## src/rtl/axis_fft_frame_sink_if.sv

```systemverilog
// AXI-Stream bundle carrying complex FFT samples into axis_fft_frame_sink.
//   tvalid : sample valid (master -> slave)
//   tdata  : {real, imag}, each NB_DATA bits signed, real in MSBs
//   tlast  : last sample of a frame
//   tready : sink ready (slave -> master)
interface axis_fft_frame_sink_if #(
  parameter int unsigned NB_DATA = 12
);
  logic                   tvalid;
  logic [2*NB_DATA-1:0]   tdata;
  logic                   tlast;
  logic                   tready;

  modport master (
    output tvalid,
    output tdata,
    output tlast,
    input  tready
  );

  modport slave (
    input  tvalid,
    input  tdata,
    input  tlast,
    output tready
  );
endinterface

```

## src/rtl/axis_fft_frame_sink.sv

```systemverilog
// AXI-Stream sink for complex FFT/IFFT output. Captures one N_POINT frame into a buffer,
// tracks the peak |re|+|im| bin while filling, then holds the frame (tready low) until the
// consumer has read it through the random-access port and acknowledged it.
//
// Ports:
//   i_clk, i_rst_n   clock, asynchronous active-low reset
//   s_axis_data      AXI-Stream slave (tvalid/tdata/tlast in, tready out)
//   i_rd_addr        buffer read address; o_rd_data returns mem[i_rd_addr] one cycle later
//   o_frame_valid    complete frame held; i_frame_ack releases it
//   o_peak_idx/mag   bin and magnitude of the peak in the held frame
//   o_frame_cnt      frames accepted (wraps)
//   o_err_tlast      sticky tlast misalignment flag, cleared by i_clr_err (set wins)
//
// Build option: define AXIS_FFT_FRAME_SINK_BITREV_EN to write samples at the bit-reversed
// arrival count, putting an MDC bit-reversed stream into natural frequency order.
module axis_fft_frame_sink #(
  parameter int unsigned NB_DATA = 12,
  parameter int unsigned N_POINT = 8,
  parameter int unsigned NB_ADDR = 3,
  parameter int unsigned NB_FCNT = 8
) (
  input  logic                   i_clk,
  input  logic                   i_rst_n,
  axis_fft_frame_sink_if.slave   s_axis_data,
  input  logic [NB_ADDR-1:0]     i_rd_addr,
  output logic [2*NB_DATA-1:0]   o_rd_data,
  output logic                   o_frame_valid,
  input  logic                   i_frame_ack,
  output logic [NB_ADDR-1:0]     o_peak_idx,
  output logic [NB_DATA:0]       o_peak_mag,
  output logic [NB_FCNT-1:0]     o_frame_cnt,
  output logic                   o_err_tlast,
  input  logic                   i_clr_err
);

  typedef enum logic [0:0] {SFill, SHold} state_e;

  localparam logic [NB_ADDR-1:0] LastCnt = NB_ADDR'(N_POINT - 1);

  state_e               state_q, state_d;
  logic [NB_ADDR-1:0]   wr_cnt_q, wr_cnt_d;
  logic [NB_ADDR-1:0]   run_idx_q, run_idx_d;
  logic [NB_DATA:0]     run_mag_q, run_mag_d;
  logic [NB_ADDR-1:0]   peak_idx_q, peak_idx_d;
  logic [NB_DATA:0]     peak_mag_q, peak_mag_d;
  logic [NB_FCNT-1:0]   frame_cnt_q, frame_cnt_d;
  logic                 err_q, err_d;
  logic                 tready_q, tready_d;
  logic                 frame_valid_q, frame_valid_d;
  logic [2*NB_DATA-1:0] rd_data_q;

  logic [2*NB_DATA-1:0] mem [N_POINT];

  logic [NB_DATA-1:0]   re, im;
  logic [NB_DATA-1:0]   abs_re, abs_im;
  logic [NB_DATA:0]     mag;
  logic [NB_ADDR-1:0]   wr_addr;
  logic                 xfer, last_beat, early_last, frame_done;
  logic                 take;
  logic [NB_ADDR-1:0]   cand_idx;
  logic [NB_DATA:0]     cand_mag;

  // Two's complement magnitude; the most negative value maps to 2^(NB_DATA-1) as unsigned.
  function automatic logic [NB_DATA-1:0] abs_val(input logic [NB_DATA-1:0] v);
    return v[NB_DATA-1] ? (~v + 1'b1) : v;
  endfunction

  assign re = s_axis_data.tdata[2*NB_DATA-1:NB_DATA];
  assign im = s_axis_data.tdata[NB_DATA-1:0];

  always_comb begin
    abs_re = abs_val(re);
    abs_im = abs_val(im);
    mag    = {1'b0, abs_re} + {1'b0, abs_im};
  end

`ifdef AXIS_FFT_FRAME_SINK_BITREV_EN
  always_comb begin
    wr_addr = '0;
    for (int i = 0; i < int'(NB_ADDR); i++) begin
      wr_addr[i] = wr_cnt_q[int'(NB_ADDR) - 1 - i];
    end
  end
`else
  assign wr_addr = wr_cnt_q;
`endif

  // tready is registered, so a transfer can only happen while filling.
  assign xfer       = s_axis_data.tvalid & tready_q;
  assign last_beat  = (wr_cnt_q == LastCnt);
  assign early_last = xfer & s_axis_data.tlast & ~last_beat;
  assign frame_done = xfer & last_beat;

  // First sample loads unconditionally; later ones need a strictly greater magnitude so
  // ties keep the earliest bin.
  always_comb begin
    take     = (wr_cnt_q == '0) || (mag > run_mag_q);
    cand_idx = take ? wr_addr : run_idx_q;
    cand_mag = take ? mag : run_mag_q;
  end

  always_comb begin
    state_d     = state_q;
    wr_cnt_d    = wr_cnt_q;
    run_idx_d   = run_idx_q;
    run_mag_d   = run_mag_q;
    peak_idx_d  = peak_idx_q;
    peak_mag_d  = peak_mag_q;
    frame_cnt_d = frame_cnt_q;
    err_d       = err_q;

    unique case (state_q)
      SFill: begin
        if (xfer) begin
          if (early_last) begin
            // Partial frame is dropped; the next sample starts a fresh frame and peak.
            wr_cnt_d = '0;
          end else if (last_beat) begin
            state_d     = SHold;
            wr_cnt_d    = '0;
            run_idx_d   = cand_idx;
            run_mag_d   = cand_mag;
            peak_idx_d  = cand_idx;
            peak_mag_d  = cand_mag;
            frame_cnt_d = frame_cnt_q + 1'b1;
          end else begin
            wr_cnt_d  = wr_cnt_q + 1'b1;
            run_idx_d = cand_idx;
            run_mag_d = cand_mag;
          end
        end
      end
      SHold: begin
        if (i_frame_ack) begin
          state_d = SFill;
        end
      end
      default: state_d = SFill;
    endcase

    if (i_clr_err) begin
      err_d = 1'b0;
    end
    if (early_last || (frame_done && !s_axis_data.tlast)) begin
      err_d = 1'b1;
    end

    tready_d      = (state_d == SFill);
    frame_valid_d = (state_d == SHold);
  end

  always_ff @(posedge i_clk or negedge i_rst_n) begin
    if (!i_rst_n) begin
      state_q       <= SFill;
      wr_cnt_q      <= '0;
      run_idx_q     <= '0;
      run_mag_q     <= '0;
      peak_idx_q    <= '0;
      peak_mag_q    <= '0;
      frame_cnt_q   <= '0;
      err_q         <= 1'b0;
      tready_q      <= 1'b0;
      frame_valid_q <= 1'b0;
    end else begin
      state_q       <= state_d;
      wr_cnt_q      <= wr_cnt_d;
      run_idx_q     <= run_idx_d;
      run_mag_q     <= run_mag_d;
      peak_idx_q    <= peak_idx_d;
      peak_mag_q    <= peak_mag_d;
      frame_cnt_q   <= frame_cnt_d;
      err_q         <= err_d;
      tready_q      <= tready_d;
      frame_valid_q <= frame_valid_d;
    end
  end

  // Frame buffer has no reset; contents are only meaningful while a frame is held.
  always_ff @(posedge i_clk) begin
    if (xfer) begin
      mem[wr_addr] <= s_axis_data.tdata;
    end
  end

  // Nonblocking read returns the pre-write word on a same-address collision.
  always_ff @(posedge i_clk or negedge i_rst_n) begin
    if (!i_rst_n) begin
      rd_data_q <= '0;
    end else begin
      rd_data_q <= mem[i_rd_addr];
    end
  end

  assign s_axis_data.tready = tready_q;
  assign o_rd_data          = rd_data_q;
  assign o_frame_valid      = frame_valid_q;
  assign o_peak_idx         = peak_idx_q;
  assign o_peak_mag         = peak_mag_q;
  assign o_frame_cnt        = frame_cnt_q;
  assign o_err_tlast        = err_q;

endmodule

```

## src/flat_wrapper.sv

```systemverilog
// flat-port wrapper written by rule: the top's interface ports become plain ports
module axis_fft_frame_sink_flat 
#(
  parameter int unsigned NB_DATA = 12,
  parameter int unsigned N_POINT = 8,
  parameter int unsigned NB_ADDR = 3,
  parameter int unsigned NB_FCNT = 8
)
  (i_clk, i_rst_n, i_rd_addr, o_rd_data, o_frame_valid, i_frame_ack, o_peak_idx, o_peak_mag, o_frame_cnt, o_err_tlast, i_clr_err, s_axis_data_tvalid, s_axis_data_tdata, s_axis_data_tlast, s_axis_data_tready);
  axis_fft_frame_sink_if #(.NB_DATA(NB_DATA)) s_axis_data_i ();
  input  logic i_clk;
  input  logic i_rst_n;
  input  logic [NB_ADDR-1:0] i_rd_addr;
  output logic [2*NB_DATA-1:0] o_rd_data;
  output logic o_frame_valid;
  input  logic i_frame_ack;
  output logic [NB_ADDR-1:0] o_peak_idx;
  output logic [NB_DATA:0] o_peak_mag;
  output logic [NB_FCNT-1:0] o_frame_cnt;
  output logic o_err_tlast;
  input  logic i_clr_err;
  input wire logic [$bits(s_axis_data_i.tvalid)-1:0] s_axis_data_tvalid;
  input wire logic [$bits(s_axis_data_i.tdata)-1:0] s_axis_data_tdata;
  input wire logic [$bits(s_axis_data_i.tlast)-1:0] s_axis_data_tlast;
  output wire logic [$bits(s_axis_data_i.tready)-1:0] s_axis_data_tready;
  assign s_axis_data_i.tvalid = s_axis_data_tvalid;
  assign s_axis_data_i.tdata = s_axis_data_tdata;
  assign s_axis_data_i.tlast = s_axis_data_tlast;
  assign s_axis_data_tready = s_axis_data_i.tready;
  axis_fft_frame_sink #(.NB_DATA(NB_DATA), .N_POINT(N_POINT), .NB_ADDR(NB_ADDR), .NB_FCNT(NB_FCNT)) u_core (.i_clk(i_clk), .i_rst_n(i_rst_n), .s_axis_data(s_axis_data_i), .i_rd_addr(i_rd_addr), .o_rd_data(o_rd_data), .o_frame_valid(o_frame_valid), .i_frame_ack(i_frame_ack), .o_peak_idx(o_peak_idx), .o_peak_mag(o_peak_mag), .o_frame_cnt(o_frame_cnt), .o_err_tlast(o_err_tlast), .i_clr_err(i_clr_err));
endmodule
```

## config.mk

```make
export PLATFORM = sky130hd
export DESIGN_NAME = axis_fft_frame_sink_flat
export DESIGN_NICKNAME = d
export VERILOG_FILES = /design/src/rtl/axis_fft_frame_sink_if.sv /design/src/rtl/axis_fft_frame_sink.sv /design/src/flat_wrapper.sv
export SDC_FILE = /design/constraint.sdc
export NUM_CORES = 1
export LEC_CHECK = 0
export BUFFER_PORTS_ARGS = -buffer_cell sky130_fd_sc_hd__buf_2
export CAP_MARGIN = 20
export CORE_ASPECT_RATIO = 1.1
export CORE_MARGIN = 1
export CORE_UTILIZATION = 40
export CTS_CLUSTER_SIZE = 28
export DETAILED_ROUTE_END_ITERATION = 6
export PLACE_DENSITY = 0.54
export SLEW_MARGIN = 40
export SYNTH_ARGS = -nofsm -noshare
export SYNTH_HDL_FRONTEND = slang
export SYNTH_SLANG_ARGS = --single-unit
```

## constraint.sdc

```tcl
create_clock -name i_clk -period 3.3 [get_ports i_clk]
set_input_delay 0.66 -clock i_clk [delete_from_list [all_inputs] [get_ports i_clk]]
set_output_delay 0.66 -clock i_clk [all_outputs]
set_load 0.02 [all_outputs]
```

==> metrics.csv <==
metric;value;unit
status;finished with violations;
failing checks;setup timing;
die footprint;28600;um2
critical path data arrival time;4640;ps
DR pass1 iterations;5;
Critical path origin;s_axis_data_tdata[15];
Mapped Area;11200;um2
Die Wd;161;um
setup_tns;-27900;ps
Net Sw Frac;28.4;%
Post-synth ARST share;26.7;%
Internal Power;6.82;mW
Unique masters post-synth;48;
number of synthesized register bits;262;
largest family of logic cells by synthesized area;multiplexers;
initial antenna violation count;1;
Pwr Total;9.53;mW
RR Endpoint;u_core.run_mag_q[4];
peak supply drop;0.000459;V
CTS Buf Count;28;
Synth Area in XOR/XNOR;2.82;%
WS Path Type;input port to register;
Synth Area in Adders;3.65;%
Post-synth EDFFs;192;
Final Setup Violations;32;
area fraction in compound gates after synthesis;5.57;%
Mapped Nets;741;
Post-Synth Simple-Gate Area;4.79;%
global-route wire length before repair;39200;um
post-synthesis sequential area ratio;67.2;%
RR Startpoint;u_core.run_mag_q[4];
Buffers on Ports;83;
Top FF cell, synth;edfxtp_1;
Setup crit end;u_core.run_mag_q[4];
Detailed Route WL;25300;um
hold_ws;141;ps
maximum clock path buffer count;3;
fin crit period;4230;ps
chip height;177;um
1st-iter DRT viols;333;
CTS clk-pin slew, worst paths;60;ps
syn_area_per_cell;16.5;um2
post-synthesis cell count;676;
H-tree depth;1;
clock latency on the worst-skew pair;530;ps
vias in the first global route;6973;
Max Cap Violations;0;
clock share of power;32.3;%
GRT Total Usage;18.2;%
DRC Markers;0;
Vias/cell;5.21;
Final Max Slew Viols;0;
R2R cell count;9;
initial cell density of the core;41.1;%
nets;927;
core footprint;27200;um2
detailed-route via count;6477;
mux cell area share after synthesis;13.9;%
largest net degree at the start of global routing;71;
f_max;236;MHz
Setup Skew;8.74;ps
synth warn;0;
root buffer cell;clkbuf_16;
Pwr Density;685;nW/um2
Ports;84;
P_leak;5.39;nW
Setup crit end kind;register;
crit-path max FO;12;
Area Overhead vs Synth;24.4;%
Rel. slew slack;42.4;%
Sequential Power Share;42.2;%
layout cells sized above 1;41.1;%
Core Util, Final;51.2;%
RSZ-0062 raised after global routing;true;
Row Count;63;
leading cell types in the layout, fill and taps excluded;edfxtp_1 (192), buf_4 (92), buf_2 (80);
DR WL/cell;20.4;um
setup ws final;-930;ps
hpwl dp;15900;um
routability cong.;0.800;
crit path launch type;input port;
Final Hold Fails;0;
r2r setup slk;920;ps
combinational power share;25.5;%
Slew @ Worst Pin;865;ps
largest cells by area after synthesis;edfxtp_1 (52%), dfrtp_1 (16%), mux4_2 (9.7%);
area leader, netlist;edfxtp_1;
antenna viol nets, final;0;
NetSw;2.71;mW
TritonCTS clock tree;yes;
most common cell after layout, fill and taps aside;edfxtp_1;
type of the worst min-delay path;input port to asynchronous set/reset pin;
worst path required time;3710;ps
Sink Count;262;
Yosys top cell area share;51.5;%
total gr overflow;0;
crit share post-route;128;%
==> worst max-delay path, cell delays in order <==
cell and delay, ps:
buf_6 90, or3_4 390, or2_4 270, o41ai_2 260, xnor2_1 190, ha_1 320
a21o_1 220, o31ai_1 230, a22oi_1 130, xor2_1 180, ha_1 310, nand4_1 200
a311oi_4 330, o31ai_4 150, a21boi_4 200, buf_12 180, mux2_4 310
==> Yosys cell counts, types with 2 or more instances <==
| cell | instances |
|---|---|
| edfxtp_1 | 192 |
| dfrtp_1 | 70 |
| mux4_2 | 48 |
| xnor2_1 | 32 |
| ha_1 | 31 |
| nor2_1 | 31 |
| mux2_2 | 30 |
| inv_1 | 28 |
| nand3_1 | 27 |
| o21ai_0 | 25 |
| nand2_1 | 24 |
| clkbuf_1 | 19 |
| a21oi_1 | 14 |
| a31oi_1 | 13 |
| o31ai_1 | 11 |
| mux2_4 | 9 |
| a21o_1 | 8 |
| buf_2 | 6 |
| nor3_1 | 6 |
| and3_1 | 5 |
| nand2b_1 | 5 |
| nand4_1 | 5 |
| xor2_1 | 4 |
| o41ai_1 | 3 |
| or3_1 | 3 |
| a211oi_1 | 2 |
| buf_1 | 2 |
| nor4b_1 | 2 |
| o31a_1 | 2 |
==> kinds of logic (layout without fill, tap and decap cells) <==
| group | Yosys count | after routing |
|---|---|---|
| and+or+nand+nor | 113 | 113 |
| buffers and inverters | 56 | 264 |
| muxes | 87 | 87 |
| xor gates and xnor gates | 36 | 36 |
| AOI/OAI and AO/OA | 90 | 90 |
| DFF | 262 | 262 |
| adders and majority gates | 32 | 32 |
| other | 0 | 1 |
==> registers in the layout, summed over array words and instances (netlist names) <==
name,cells
u_core.mem,192
u_core.o_rd_data,24
u_core.o_peak_mag,13
u_core.run_mag_q,13
u_core.o_frame_cnt,8
u_core.o_peak_idx,3
u_core.run_idx_q,3
u_core.wr_addr,3
u_core.o_err_tlast,1
u_core.s_axis_data.tready,1
u_core.state_q,1
==> metal layers <==
metal	GRT usage, %	wire length [um]
met5	0	0
met1	23.7	11000
met4	6.25	582
met3	2.29	894
met2	31.5	12800
==> worst min path at each step <==
stage / from / to / slack, ps
4_1_cts: i_rst_n / u_core.o_rd_data[3] / 160
3_3_place_gp: u_core.o_frame_cnt[7] / u_core.o_frame_cnt[7] / 460
2_1_floorplan: i_rst_n / u_core.o_err_tlast / 360
3_5_place_dp: u_core.o_frame_cnt[7] / u_core.o_frame_cnt[7] / 460
6_report: i_rst_n / u_core.o_rd_data[3] / 140
5_1_grt: i_rst_n / u_core.o_rd_data[3] / 190
==> layout make-up <==
cell class	count	area [um2]
inverters	28	105
flip-flops and latches	262	7520
clock inverters	21	190
well taps	357	447
diodes	1	2.50
fillers	2292	13300
multi-input cells	358	3650
repair buffers	184	1280
clock buffers	31	733
==> power groups by stage <==
stage               Clock [mW]  Sequential [mW]  Combinational (mW)
finish                    3.08             4.02                2.43
global route              3.28             4.05                2.63
CTS                       3.17             4.02                2.36
detailed placement           0             4.08                2.11
global placement             0             4.06                2.08
floorplan                    0             4.16                1.20
==> timing repair <==
action,in CTS,in global routing
setup buffers,4,1
hold buffers,0,0
resized for setup,33,24
pin swaps,12,15
endpoints found under the setup margin,32,32
gates cloned,1,1
==> per-stage QoR <==
stage	instances	setup WS (ps)	area, um2
global route	1241	-1070	13900
floorplan	676	-1180	11200
CTS	1240	-953	13800
global placement	1183	-1460	12800
finish	1242	-930	13900
detailed placement	1183	-1540	12800
Power figures use the tool's default switching activity.
